[config.mk]
export PLATFORM = sky130hd
export DESIGN_NAME = match_round_controller
export DESIGN_NICKNAME = d
export VERILOG_FILES = /design/src/rtl/match_round_controller.sv
export SDC_FILE = /design/constraint.sdc
export NUM_CORES = 1
export LEC_CHECK = 0
export ABC_CLOCK_PERIOD_IN_PS = 2530
export CAP_MARGIN = 20
export CORE_ASPECT_RATIO = 0.8
export CORE_MARGIN = 2
export CORE_UTILIZATION = 51
export CTS_BUF_LIST = sky130_fd_sc_hd__clkbuf_16
export DETAILED_ROUTE_END_ITERATION = 16
export PLACE_DENSITY = 0.82
export SYNTH_ARGS = -nofsm -noshare
export SYNTH_HDL_FRONTEND = slang
export SYNTH_SLANG_ARGS = --single-unit
[constraint.sdc]
create_clock -name frame_clk -period 2.53 [get_ports frame_clk]
set_input_delay 0.3795 -clock frame_clk [delete_from_list [all_inputs] [get_ports frame_clk]]
set_output_delay 0.3795 -clock frame_clk [all_outputs]
set_load 0.02 [all_outputs]
[src/rtl/match_round_controller.sv]
// match_round_controller: scores rounds from both players' states, times the
// post-round pause, issues a one-frame active-low round reset, and declares a
// match winner after ROUNDS_TO_WIN round wins.
// Optional build macro: MATCH_ROUND_TIMER_EN adds a round timer that declares a
// draw when a round runs ROUND_FRAMES frames, plus the round_time_left output.
module match_round_controller #(
    parameter int unsigned             STATE_DEPTH     = 4,
    parameter logic [STATE_DEPTH-1:0]  WIN_STATE       = STATE_DEPTH'(9),
    parameter int unsigned             WIN_FRAMES_WAIT = 120,
    parameter int unsigned             ROUNDS_TO_WIN   = 2,
    parameter int unsigned             ROUND_FRAMES    = 5400,
    parameter int unsigned             SCORE_DEPTH     = 2
) (
    input  logic                              frame_clk,
    input  logic                              reset,
    input  logic [STATE_DEPTH-1:0]            p1_state,
    input  logic [STATE_DEPTH-1:0]            p2_state,
    input  logic                              start,
    output logic                              round_reset_n,
    output logic [1:0]                        round_result,
    output logic [SCORE_DEPTH-1:0]            p1_score,
    output logic [SCORE_DEPTH-1:0]            p2_score,
    output logic                              match_over,
    output logic [1:0]                        match_winner
`ifdef MATCH_ROUND_TIMER_EN
    ,
    output logic [$clog2(ROUND_FRAMES)-1:0]   round_time_left
`endif
);

    localparam int unsigned PAUSE_W = $clog2(WIN_FRAMES_WAIT);

    localparam logic [PAUSE_W-1:0]     PAUSE_LAST = PAUSE_W'(WIN_FRAMES_WAIT - 1);
    localparam logic [SCORE_DEPTH-1:0] SCORE_MAX  = SCORE_DEPTH'(ROUNDS_TO_WIN);

    localparam logic [1:0] RES_NONE = 2'b00;
    localparam logic [1:0] RES_P1   = 2'b01;
    localparam logic [1:0] RES_P2   = 2'b10;
    localparam logic [1:0] RES_DRAW = 2'b11;

    // Reject parameter sets the counters cannot represent
    if (WIN_FRAMES_WAIT < 2) begin : g_bad_wait
        $error("WIN_FRAMES_WAIT must be at least 2");
    end
    if (ROUNDS_TO_WIN < 1 || ROUNDS_TO_WIN >= (1 << SCORE_DEPTH)) begin : g_bad_score
        $error("ROUNDS_TO_WIN must be >= 1 and fit in SCORE_DEPTH bits");
    end
    if (ROUND_FRAMES < 2) begin : g_bad_round
        $error("ROUND_FRAMES must be at least 2");
    end

    typedef enum logic [1:0] {
        FIGHT       = 2'd0,
        PAUSE       = 2'd1,
        RESET_PULSE = 2'd2,
        MATCH_OVER  = 2'd3
    } state_e;

    state_e                 state_q, state_d;
    logic [SCORE_DEPTH-1:0] p1_score_q, p1_score_d;
    logic [SCORE_DEPTH-1:0] p2_score_q, p2_score_d;
    logic [PAUSE_W-1:0]     pause_cnt_q, pause_cnt_d;
    logic [1:0]             round_result_q, round_result_d;
    logic [1:0]             match_winner_q, match_winner_d;
    logic                   round_reset_n_q, round_reset_n_d;
    logic                   match_over_q, match_over_d;

    logic p1_win;
    logic p2_win;

`ifdef MATCH_ROUND_TIMER_EN
    localparam int unsigned          TIMER_W    = $clog2(ROUND_FRAMES);
    localparam logic [TIMER_W-1:0]   TIMER_LAST = TIMER_W'(ROUND_FRAMES - 1);

    logic [TIMER_W-1:0] round_timer_q, round_timer_d;
    logic [TIMER_W-1:0] time_left_q, time_left_d;
`endif

    assign p1_win = (p1_state == WIN_STATE);
    assign p2_win = (p2_state == WIN_STATE);

    // Next-state, scoring and registered-output decode
    always_comb begin
        state_d        = state_q;
        p1_score_d     = p1_score_q;
        p2_score_d     = p2_score_q;
        pause_cnt_d    = pause_cnt_q;
        round_result_d = round_result_q;
        match_winner_d = match_winner_q;
`ifdef MATCH_ROUND_TIMER_EN
        round_timer_d  = round_timer_q;
`endif

        case (state_q)
            FIGHT: begin
                if (p1_win && p2_win) begin
                    round_result_d = RES_DRAW;
                    pause_cnt_d    = '0;
                    state_d        = PAUSE;
                end else if (p1_win) begin
                    p1_score_d     = (p1_score_q == SCORE_MAX) ? p1_score_q
                                                               : p1_score_q + SCORE_DEPTH'(1);
                    round_result_d = RES_P1;
                    pause_cnt_d    = '0;
                    state_d        = PAUSE;
                end else if (p2_win) begin
                    p2_score_d     = (p2_score_q == SCORE_MAX) ? p2_score_q
                                                               : p2_score_q + SCORE_DEPTH'(1);
                    round_result_d = RES_P2;
                    pause_cnt_d    = '0;
                    state_d        = PAUSE;
                end else begin
`ifdef MATCH_ROUND_TIMER_EN
                    // A win on the timeout frame is handled above and takes priority
                    if (round_timer_q == TIMER_LAST) begin
                        round_result_d = RES_DRAW;
                        pause_cnt_d    = '0;
                        state_d        = PAUSE;
                    end else begin
                        round_timer_d = round_timer_q + TIMER_W'(1);
                    end
`endif
                end
            end

            PAUSE: begin
                // Player states are ignored here so a held WIN scores only once
                pause_cnt_d = pause_cnt_q + PAUSE_W'(1);
                if (pause_cnt_q == PAUSE_LAST) begin
                    if (p1_score_q == SCORE_MAX) begin
                        match_winner_d = RES_P1;
                        state_d        = MATCH_OVER;
                    end else if (p2_score_q == SCORE_MAX) begin
                        match_winner_d = RES_P2;
                        state_d        = MATCH_OVER;
                    end else begin
                        state_d = RESET_PULSE;
                    end
                end
            end

            RESET_PULSE: begin
`ifdef MATCH_ROUND_TIMER_EN
                round_timer_d  = '0;
`endif
                round_result_d = RES_NONE;
                state_d        = FIGHT;
            end

            MATCH_OVER: begin
                if (start) begin
                    p1_score_d     = '0;
                    p2_score_d     = '0;
                    match_winner_d = RES_NONE;
                    round_result_d = RES_NONE;
                    state_d        = RESET_PULSE;
                end
            end

            default: begin
                state_d = FIGHT;
            end
        endcase

        round_reset_n_d = (state_d != RESET_PULSE);
        match_over_d    = (state_d == MATCH_OVER);
`ifdef MATCH_ROUND_TIMER_EN
        time_left_d     = (state_d == FIGHT) ? (TIMER_LAST - round_timer_d) : '0;
`endif
    end

    // State and output registers
    always_ff @(posedge frame_clk or negedge reset) begin
        if (!reset) begin
            state_q         <= FIGHT;
            p1_score_q      <= '0;
            p2_score_q      <= '0;
            pause_cnt_q     <= '0;
            round_result_q  <= RES_NONE;
            match_winner_q  <= RES_NONE;
            round_reset_n_q <= 1'b1;
            match_over_q    <= 1'b0;
        end else begin
            state_q         <= state_d;
            p1_score_q      <= p1_score_d;
            p2_score_q      <= p2_score_d;
            pause_cnt_q     <= pause_cnt_d;
            round_result_q  <= round_result_d;
            match_winner_q  <= match_winner_d;
            round_reset_n_q <= round_reset_n_d;
            match_over_q    <= match_over_d;
        end
    end

`ifdef MATCH_ROUND_TIMER_EN
    // Round timer and remaining-time registers
    always_ff @(posedge frame_clk or negedge reset) begin
        if (!reset) begin
            round_timer_q <= '0;
            time_left_q   <= TIMER_LAST;
        end else begin
            round_timer_q <= round_timer_d;
            time_left_q   <= time_left_d;
        end
    end

    assign round_time_left = time_left_q;
`endif

    assign round_reset_n = round_reset_n_q;
    assign round_result  = round_result_q;
    assign p1_score      = p1_score_q;
    assign p2_score      = p2_score_q;
    assign match_over    = match_over_q;
    assign match_winner  = match_winner_q;

endmodule

**Word level (Yosys, flattened, before mapping)**

Index checks and enable logic that the tools add are counted.

- Register bits: 19
- Bits of input ports: 11
- Output and inout bits: 10
- Word-level logic and storage cells: 72

- $add $sub $neg: 3
- Equality and inequality tests: 20
- Muxes and demuxes: 30
- Reduce and logical (&&, ||, !) cells: 11

Operator list:

| kind | count |
|---|---|
| $mux W2 | 19 |
| $mux W7 | 3 |
| $ne A2 B2 Y1 const B | 9 |
| $pmux W7 S2 | 1 |
| $pmux W2 S2 | 3 |
| $eq A2 B2 Y1 const B | 5 |
| $eq A4 B4 Y1 const B | 2 |
| $pmux W2 S4 | 1 |
| $add A7 B1 Y7 const B | 1 |
| $eq A7 B7 Y1 const B | 1 |
| $pmux W2 S3 | 1 |
| $reduce_and A6 Y1 | 1 |
| $reduce_bool A2 Y1 | 3 |
| $reduce_and A5 Y1 | 1 |
| $add A2 B1 Y2 const B | 2 |
| $ne A4 B4 Y1 const B | 1 |
| $reduce_and A4 Y1 | 1 |
| $ne A3 B3 Y1 const B | 1 |
| $reduce_and A3 Y1 | 1 |
| $reduce_bool A3 Y1 | 1 |
| $eq A2 B1 Y1 const B | 1 |
| $logic_not A2 Y1 | 1 |
| $mux W1 | 2 |
| $reduce_and A2 Y1 | 1 |
| $logic_and A1 B1 Y1 | 1 |

**Longest topological paths before layout**

Gate-level depths: netlist of the first run.

- Depth in word-level cells: 6
- Mapped depth: 4
- Gate-level depth less buffers: 4

**Worst setup path after synthesis of the first run**

No wires, ideal clock.

- Path kind: register to register
- From: reg pause_cnt_q[0]
- To: reg match_winner_q[0], in the netlist match_winner[0]
- Library setup time: 0.124 ns
- Data arrival time: 1.261 ns
- Data required time: 2.406 ns
- Slack: 1.145 ns
- Stages on the path, launching flop included: 5
- Buffers on the path: 0
- Clock period less this slack: 1.385 ns
- Path through: dfrtp_1 -> ha_1 -> nand2_2 -> o311a_1 -> a211o_1

- Word-level cells in the longest chain between the ends: 3

RTL lines:

| item | RTL line | text |
|---|---|---|
| start: declaration | 62 | `logic [PAUSE_W-1:0] pause_cnt_q, pause_cnt_d;` |
| start signal: assignment | 187 | `pause_cnt_q <= pause_cnt_d;` |
| $eq A7 B7 Y1 | 129 | `if (pause_cnt_q == PAUSE_LAST) begin` |
| $ne A2 B2 Y1 (no source line) | n/a |  |
| $reduce_and A4 Y1 (no source line) | n/a |  |
| end signal: assignment | 189 | `match_winner_q <= match_winner_d;` |
| end: declaration | 64 | `logic [1:0] match_winner_q, match_winner_d;` |

No other way between the ends.
A chain may end at the register's enable or synchronous reset.

**Final worst setup path of the first run**

- From: reg round_reset_n_q, in the netlist round_reset_n
- To: out round_reset_n

RTL lines:

| item | RTL line | text |
|---|---|---|
| start: declaration | 65 | `logic round_reset_n_q, round_reset_n_d;` |
| start signal: assignment | 190 | `round_reset_n_q <= round_reset_n_d;` |
| end: declaration | 19 | `output logic round_reset_n,` |

No word-level cell between the ends.

==> impl_metrics.toml, run 1 <==
[logic_synthesis]
ys_types = 34
synth_top_area_cell = "dfrtp_1"
synthTopCellsByArea = "dfrtp_1, and4bb_2, a22o_1"
ys_warn_count = 0
synth_ff_type = "dfrtp_1"
avgSynthCellArea_um2 = 11.2
synth_seq_cells = 19
postSynth.asyncResetShare = 1.00
synth_top_area_frac = 0.427
synth.most_common_cell = "dfrtp_1"
syn-cell-area_um2 = 1060
yosys-top-cells-count = "dfrtp_1, nand2_1, a22o_1, nand3_1, nor2_1"
syn_nets = 108
synth_edf_count = 0
synthesis.instances = 94
synth-seq-area-share = 0.451

[grt]
grt_max_degree = 20
grt_pass1_wl_um = 3680
antenna_found_initial = 0
track_usage = 0.217
grt_pass1_vias = 808
grt-ovfl-total = 0

[power]
pwr-share-clk = 0.502
p_int_mw = 0.533
p_leak_nw = 0.591
switchingPower_mw = 0.126
p_per_area_nw_per_um2 = 485
switching_share = 0.191
fin_total_pwr_mw = 0.659
max-vdd-ir-drop_v = 0.000402
seq_power_share = 0.462
combPwrFrac = 0.037

[critical_path]
max_stage_delay_ps = 590
cp.depth = 1
required_ps = 2150
crit_chain = "clkdlybuf4s50_1"
crit_path_start_kind = "register"
critical_path_class = "register to output port"
crit_path_end_kind = "output port"
slowest_stage = "clkdlybuf4s50_1"
ff2ff_path_depth = 3
worst-path-max-fanout = 1
crit_family = "buffers and inverters"
arrival_ps = 1370
path_buf_inv = 1

[timing]
setup_viol = 0
maxSlewHeadroom = 0.421
hold_viol = 0
finalCritPeriodShare = 0.691
drv_slew = 0
fin_crit_ps = 1750
finClkSkew_ps = 1.74
fin_ws_ps = 782
setup_tns_ps = 0
worst_pin_slew_ps = 866
fmax_mhz = 572
rsz0062_at_grt = "false"

[place]
placed_area_um2 = 1280
gp_congestion = 0.810
dp_slack_ps = 728
port_buffers = 20
dp_hpwl_um = 1610

[clock_network]
cts_sinks = 19
cts_max_level = 1
worstSkewPairLatency_ps = 250
cts_buffers = 3
clockBufferDepth = 2
cts_setup_buffers = 0
path_clk_slew_ps = 60
cts-hold-fix-buffers = 0
cts_root_buf = "clkbuf_16"
cts_tree = "built"
post_cts_resized = 0

[worst_hold_path]
hold_class = "register to register"
holdPathStages = 1

[layout]
postLayoutCoreUtil = 0.712
design_area_um2 = 1360
n_antenna_cell = 0
layout-drive-gt1-share = 0.155
syn_to_final_growth_pct = 28.7
nets = 131

[routing]
vias = 814
dr.pass1.iters = 4
viasPerCell = 5.81
drtIter0Drc = 10
antenna_left = 0
drc = 0
detail_route.wl_per_cell_um = 15.8
finalWirelength_um = 2220

[floorplan]
rows = 14
start_util = 0.553
die_y_um = 44.7
die_w_um = 54.9
core_um2 = 1910
dieArea_um2 = 2450
pin_count = 21

[run]
max-cap-violations = 0

[status]
status = "completed"
[cell usage in the layout, fill, tap and decap left out, drive strengths merged, types with 3 or more instances in the layout]
master and count:
a22o 5, nand3 5, a211o 4, and4bb 4, mux2 3, nand2 8
clkbuf 3, nor2 5, dfrtp 18, o21ai 3, inv 3, ha 3
mux2i 4, nand2b 3, clkdlybuf4s50 20
[sequential cells by signal, indices dropped and copies added (netlist names)]
signal         count
pause_cnt_q        7
match_winner       2
p1_score           2
p2_score           2
round_result       2
state_q            2
match_over         1
round_reset_n      1
[worst paths after layout]
path,start,slack [ps],endpoint
max in group asynchronous,reset,1370,round_result[1]
worst max-delay path,round_reset_n,780,round_reset_n
min in group asynchronous,reset,620,pause_cnt_q[3]
worst max register to register,state_q[0],910,match_winner[1]
worst min-delay path,round_result[1],500,round_result[1]
worst min register to register,round_result[1],500,round_result[1]
[layer usage]
| layer | wire length, µm | GRT usage |
|---|---|---|
| met1 | 1080 | 0.300 |
| met2 | 1010 | 0.329 |
| met3 | 112 | 0.0695 |
| met4 | 24 | 0.0600 |
| met5 | 0 | 0 |
[final cells by class]
class                           instances  area [µm²]
Clock buffer                            3        75.1
Clock inverter                          1        7.51
Fill cell                             140         551
Inverter                                3        11.3
Multi-Input combinational cell         70         558
Sequential cell                        19         477
Tap cell                               24        30.0
Timing Repair Buffer                   20         200
[power by group through the flow]
stage / Sequential (mW) / Combinational [mW] / Clock [mW]
CTS: 0.304 / 0.0249 / 0.336
finish: 0.304 / 0.0242 / 0.330
global route: 0.304 / 0.0273 / 0.353
detailed placement: 0.309 / 0.0248 / 0
floorplan: 0.310 / 0.00305 / 0
global placement: 0.309 / 0.0241 / 0
[kinds of logic (layout without fill, tap and decap cells)]
logic type,count (synthesis),after routing,synth area share
AOI/OAI and AO/OA,24,24,0.204
adders and majority gates,3,3,0.0355
buffers and inverters,5,27,0.0201
DFF,19,19,0.451
muxes,7,7,0.0699
and+or+nand+nor,36,36,0.219
[worst reg2reg max path, cell delays in order, from the launching register on]
cell,delay (ps)
dfrtp_1,640
nand2b_1,260
o31a_2,340
o221a_1,270
[through the flow]
stage,hold slack (ps),cells
2_1_floorplan,83.9,94
3_3_place_gp,488,136
3_5_place_dp,491,136
4_1_cts,503,140
5_1_grt,528,140
6_report,498,140
Note: power is estimated with default switching activity, not from simulation.
==> run 2, diff against run 1 <==
--- a/config.mk
+++ b/config.mk
@@ -5,14 +5,14 @@
 export SDC_FILE = /design/constraint.sdc
 export NUM_CORES = 1
 export LEC_CHECK = 0
-export ABC_CLOCK_PERIOD_IN_PS = 2530
+export ABC_CLOCK_PERIOD_IN_PS = 1780
 export CAP_MARGIN = 20
 export CORE_ASPECT_RATIO = 0.8
 export CORE_MARGIN = 2
-export CORE_UTILIZATION = 51
+export CORE_UTILIZATION = 50
 export CTS_BUF_LIST = sky130_fd_sc_hd__clkbuf_16
 export DETAILED_ROUTE_END_ITERATION = 16
-export PLACE_DENSITY = 0.82
+export PLACE_DENSITY = 0.81
 export SYNTH_ARGS = -nofsm -noshare
 export SYNTH_HDL_FRONTEND = slang
 export SYNTH_SLANG_ARGS = --single-unit
==> constraint.sdc (replaced) <==
create_clock -name frame_clk -period 1.78 [get_ports frame_clk]
set_input_delay 0.267 -clock frame_clk [delete_from_list [all_inputs] [get_ports frame_clk]]
set_output_delay 0.267 -clock frame_clk [all_outputs]
set_load 0.02 [all_outputs]
==> run 2 against run 1 <==
Effect of this change: clock-buffer cell count unchanged; clock power increased by 40%; routed wire length decreased by 0.18%; critical path type unchanged; largest cell class unchanged.
==> impl_metrics.toml, run 2 (synthesis results as in run 1) <==
[layout]
fin_cells = 144
n_antenna_cell = 0
largest_reg_flops = 7
top_register = "pause_cnt_q"
syn_to_final_growth_pct = 31.2
mostFrequentLayoutCells = "clkdlybuf4s50_1, dfrtp_1, nand2_1"
final_common_cell = "clkdlybuf4s50_1"
nets = 135
layout-drive-gt1-share = 0.175

[timing]
rsz0062_at_grt = "false"
drv_slew = 0
worst_pin_slew_ps = 354
setup_viol = 0
fin_crit_ps = 1630
setup_tns_ps = 0
finClkSkew_ps = 3.19
hold_viol = 0
finalCritPeriodShare = 0.916
maxSlewHeadroom = 0.764
fmax_mhz = 613

[routing]
viasPerCell = 5.96
finalWirelength_um = 2210
drtIter0Drc = 17
antenna_left = 0
vias = 858
dr.pass1.iters = 4
detail_route.wl_per_cell_um = 15.4
drc = 0

[floorplan]
core_um2 = 1940
die_w_um = 55.4
pin_count = 21
rows = 14
start_util = 0.543
die_y_um = 45.1
dieArea_um2 = 2500

[clock_network]
cts_max_level = 1
post_cts_resized = 0
worstSkewPairLatency_ps = 260
path_clk_slew_ps = 50
cts_buffers = 3
cts-hold-fix-buffers = 0
cts_setup_buffers = 0
clockBufferDepth = 2
cts_tree = "built"
cts_root_buf = "clkbuf_16"
cts_sinks = 19

[grt]
grt-ovfl-total = 0
track_usage = 0.215
grt_pass1_wl_um = 4000
antenna_found_initial = 0
grt_max_degree = 20
grt_pass1_vias = 830

[place]
dp_hpwl_um = 1620
gp_congestion = 0.825
place_inst = 140
port_buffers = 20

[critical_path]
slowest_stage = "clkdlybuf4s50_1"
worst-path-max-fanout = 1
r2r_start = "pause_cnt_q[1]"
crit_path_end_kind = "output port"
arrival_ps = 1360
crit_chain = "clkdlybuf4s50_1"
crit_path_start_kind = "register"
startpoint = "round_reset_n"
required_ps = 1510
critical_path_class = "register to output port"
crit_family = "buffers and inverters"
max_stage_delay_ps = 590
path_buf_inv = 1

[power]
max-vdd-ir-drop_v = 0.000765
p_per_area_nw_per_um2 = 672
p_leak_nw = 0.615

[worst_hold_path]
hold_class = "input pin to async pin"

[run]
max-cap-violations = 0

[status]
status = "completed"
run 2: cell count changes in the layout (fill, tap and decap cells not counted), sizes merged:
cell,delta
buf,+4
inv,+1
clkinvlp,-1
run 2: power by group:
part | leakage [nW] | total (mW) | internal, mW | switching (mW)
clock | 0.0423 | 0.462 | 0.299 | 0.163
combinational | 0.330 | 0.0362 | 0.0228 | 0.0134
sequential | 0.242 | 0.432 | 0.432 | 0
total | 0.615 | 0.931 | 0.755 | 0.176
run 2: per-layer routing:
metal / GRT usage / part of all wire / vias up
met1: 0.297 / 0.47 / 412
met4: 0.0585 / 0.0045 / 0
met5: 0 / 0 / -
met3: 0.0745 / 0.068 / 2
li1: - / - / 416
met2: 0.326 / 0.46 / 28
run 2: path summary, 6_finish.rpt:
check                      cells past startpoint  slack, ps               to
setup / recovery                               1        150    round_reset_n
hold / removal                                 2        340   pause_cnt_q[6]
setup reg to reg                               4        280  match_winner[1]
hold reg to reg                                1        500  round_result[1]
max in group asynchronous                      2       1180    round_reset_n
min in group frame_clk                         1        500  round_result[1]
run 2: cell type report:
class / count / area [µm²]
clock inverter: 1 / 3.75
tap: 24 / 30.0
fill: 138 / 559
multi-input combinational: 70 / 558
timing repair buffer: 24 / 230
sequential: 19 / 477
inverter: 3 / 11.3
clock buffer: 3 / 75.1
run 2: through the flow:
step            util  area (µm²)  hold slack [ps]  power [mW]  worst slack (ps)
2_1_floorplan      -        1060            -28.6       0.444               395
3_3_place_gp   0.672        1310              485       0.477               134
3_5_place_dp   0.672        1310              486       0.478              78.5
4_1_cts        0.712        1390              353       0.948               141
5_1_grt        0.712        1390              366       0.960               124
6_report       0.712        1390              337       0.931               149
==> run 3, diff against run 2 <==
--- a/config.mk
+++ b/config.mk
@@ -12,7 +12,8 @@
 export CORE_UTILIZATION = 50
 export CTS_BUF_LIST = sky130_fd_sc_hd__clkbuf_16
 export DETAILED_ROUTE_END_ITERATION = 16
-export PLACE_DENSITY = 0.81
+export HOLD_SLACK_MARGIN = 0.06
+export PLACE_DENSITY = 0.78
 export SYNTH_ARGS = -nofsm -noshare
 export SYNTH_HDL_FRONTEND = slang
 export SYNTH_SLANG_ARGS = --single-unit
==> run 3 against run 2 <==
Effect of this change: routed wire length increased by 8.1%; register-to-register slack got worse by 30 ps; hold slack got worse by 27 ps; clock-buffer cell count unchanged; largest cell class unchanged; via count increased by 0.82%.
==> impl_metrics.toml, run 3 (synthesis results as in run 1) <==
[critical_path]
rr_endpoint = "p2_score[0]"
reg2reg_slack_ps = 250
crit_family = "buffers and inverters"
ff2ff_path_depth = 4
slowest_stage = "clkdlybuf4s50_1"
required_ps = 1510
crit_path_end = "round_reset_n"
crit_chain = "clkdlybuf4s50_1"
crit_path_end_kind = "output port"
arrival_ps = 1360
path_buf_inv = 1
max_stage_delay_ps = 590
worst-path-max-fanout = 1
r2r_start = "state_q[1]"
critical_path_class = "register to output port"
crit_path_start_kind = "register"
startpoint = "round_reset_n"
cp.depth = 1

[grt]
grt_pass1_wl_um = 4170
grt_util_met3 = 0.0860
use_met1 = 0.292
use_met2 = 0.348
grt-ovfl-total = 0
track_usage = 0.224
grt_max_degree = 12
grt_busiest_layer = "met2"
antenna_found_initial = 0
grt_pass1_vias = 874

[routing]
vias = 865
drtIter0Drc = 12
detail_route.wl_per_cell_um = 16.6
dr.pass1.iters = 4
drc = 0
antenna_left = 0
viasPerCell = 6.01
finalWirelength_um = 2390

[clock_network]
cts_setup_buffers = 0
cts-hold-fix-buffers = 0
cts_root_buf = "clkbuf_16"
cts_max_level = 1
cts_buffers = 3
cts_sinks = 19
post_cts_resized = 0
clockBufferDepth = 2
cts_tree = "built"
worstSkewPairLatency_ps = 260
path_clk_slew_ps = 60

[layout]
nFillCells = 135
top_register = "pause_cnt_q"
mostFrequentLayoutCells = "clkdlybuf4s50_1, dfrtp_1, nand2_1"
nets = 135
n_antenna_cell = 0
layout-drive-gt1-share = 0.183
largest_reg_flops = 7
final_common_cell = "clkdlybuf4s50_1"
syn_to_final_growth_pct = 31.3

[timing]
maxSlewHeadroom = 0.699
worst_pin_slew_ps = 446
fmax_mhz = 615
fin_crit_ps = 1630
drv_slew = 0
finalCritPeriodShare = 0.913
rsz0062_at_grt = "false"
setup_tns_ps = 0
hold_viol = 0
setup_viol = 0
finClkSkew_ps = 8.41
worst_hold_slack_ps = 311

[floorplan]
start_util = 0.543
die_y_um = 45.1
die_w_um = 55.4
rows = 14
dieArea_um2 = 2500
core_um2 = 1940
pin_count = 21

[place]
gp_congestion = 0.824
port_buffers = 20
dp_hpwl_um = 1790

[worst_hold_path]
hold_class = "input pin to async pin"

[power]
max-vdd-ir-drop_v = 0.000779
p_leak_nw = 0.613
p_per_area_nw_per_um2 = 674

[status]
status = "completed"

[run]
max-cap-violations = 0
==> run 3: changes by cell type in the layout (fill, tap and decap cells not counted), sizes merged <==
cell and change:
clkinv +1, inv -1
==> run 3: how the worst min path moves through the flow <==
stage	startpoint	end	slack (ps)	depth (start not counted)
floorplan	reset	match_over	-30	0
global placement	round_result[0]	round_result[0]	490	1
detailed placement	round_result[0]	round_result[0]	490	1
CTS	reset	pause_cnt_q[6]	320	1
global route	reset	pause_cnt_q[6]	350	1
finish	reset	pause_cnt_q[6]	310	1
==> run 3: power by group <==
group | switching (mW) | internal, mW | total, mW
Sequential | 0 | 0.432 | 0.432
Combinational | 0.0142 | 0.0229 | 0.0372
Clock | 0.163 | 0.301 | 0.464
==> run 3: area by class of cell <==
class	count	area, µm²	area share
timing repair buffer	24	230	0.166
tap	24	30.0	0.0217
multi-input combinational	70	558	0.403
clock buffer	3	75.1	0.0542
inverter	3	11.3	0.00812
clock inverter	1	5.00	0.00361
sequential	19	477	0.344
==> run 3: routing by layer <==
layer / share of wire / vias up
li1: - / 413
met1: 0.48 / 423
met2: 0.44 / 24
met3: 0.069 / 5
met4: 0.015 / 0
met5: 0 / -
==> run 3: stage by stage <==
stage	util	total power, mW	setup WS, ps	instance area (µm²)	instances
2_1_floorplan	-	0.444	395	1060	94
3_3_place_gp	0.672	0.477	142	1310	140
3_5_place_dp	0.672	0.478	68.3	1310	140
4_1_cts	0.713	0.945	142	1390	144
5_1_grt	0.713	0.962	105	1390	144
6_report	0.713	0.934	155	1390	144
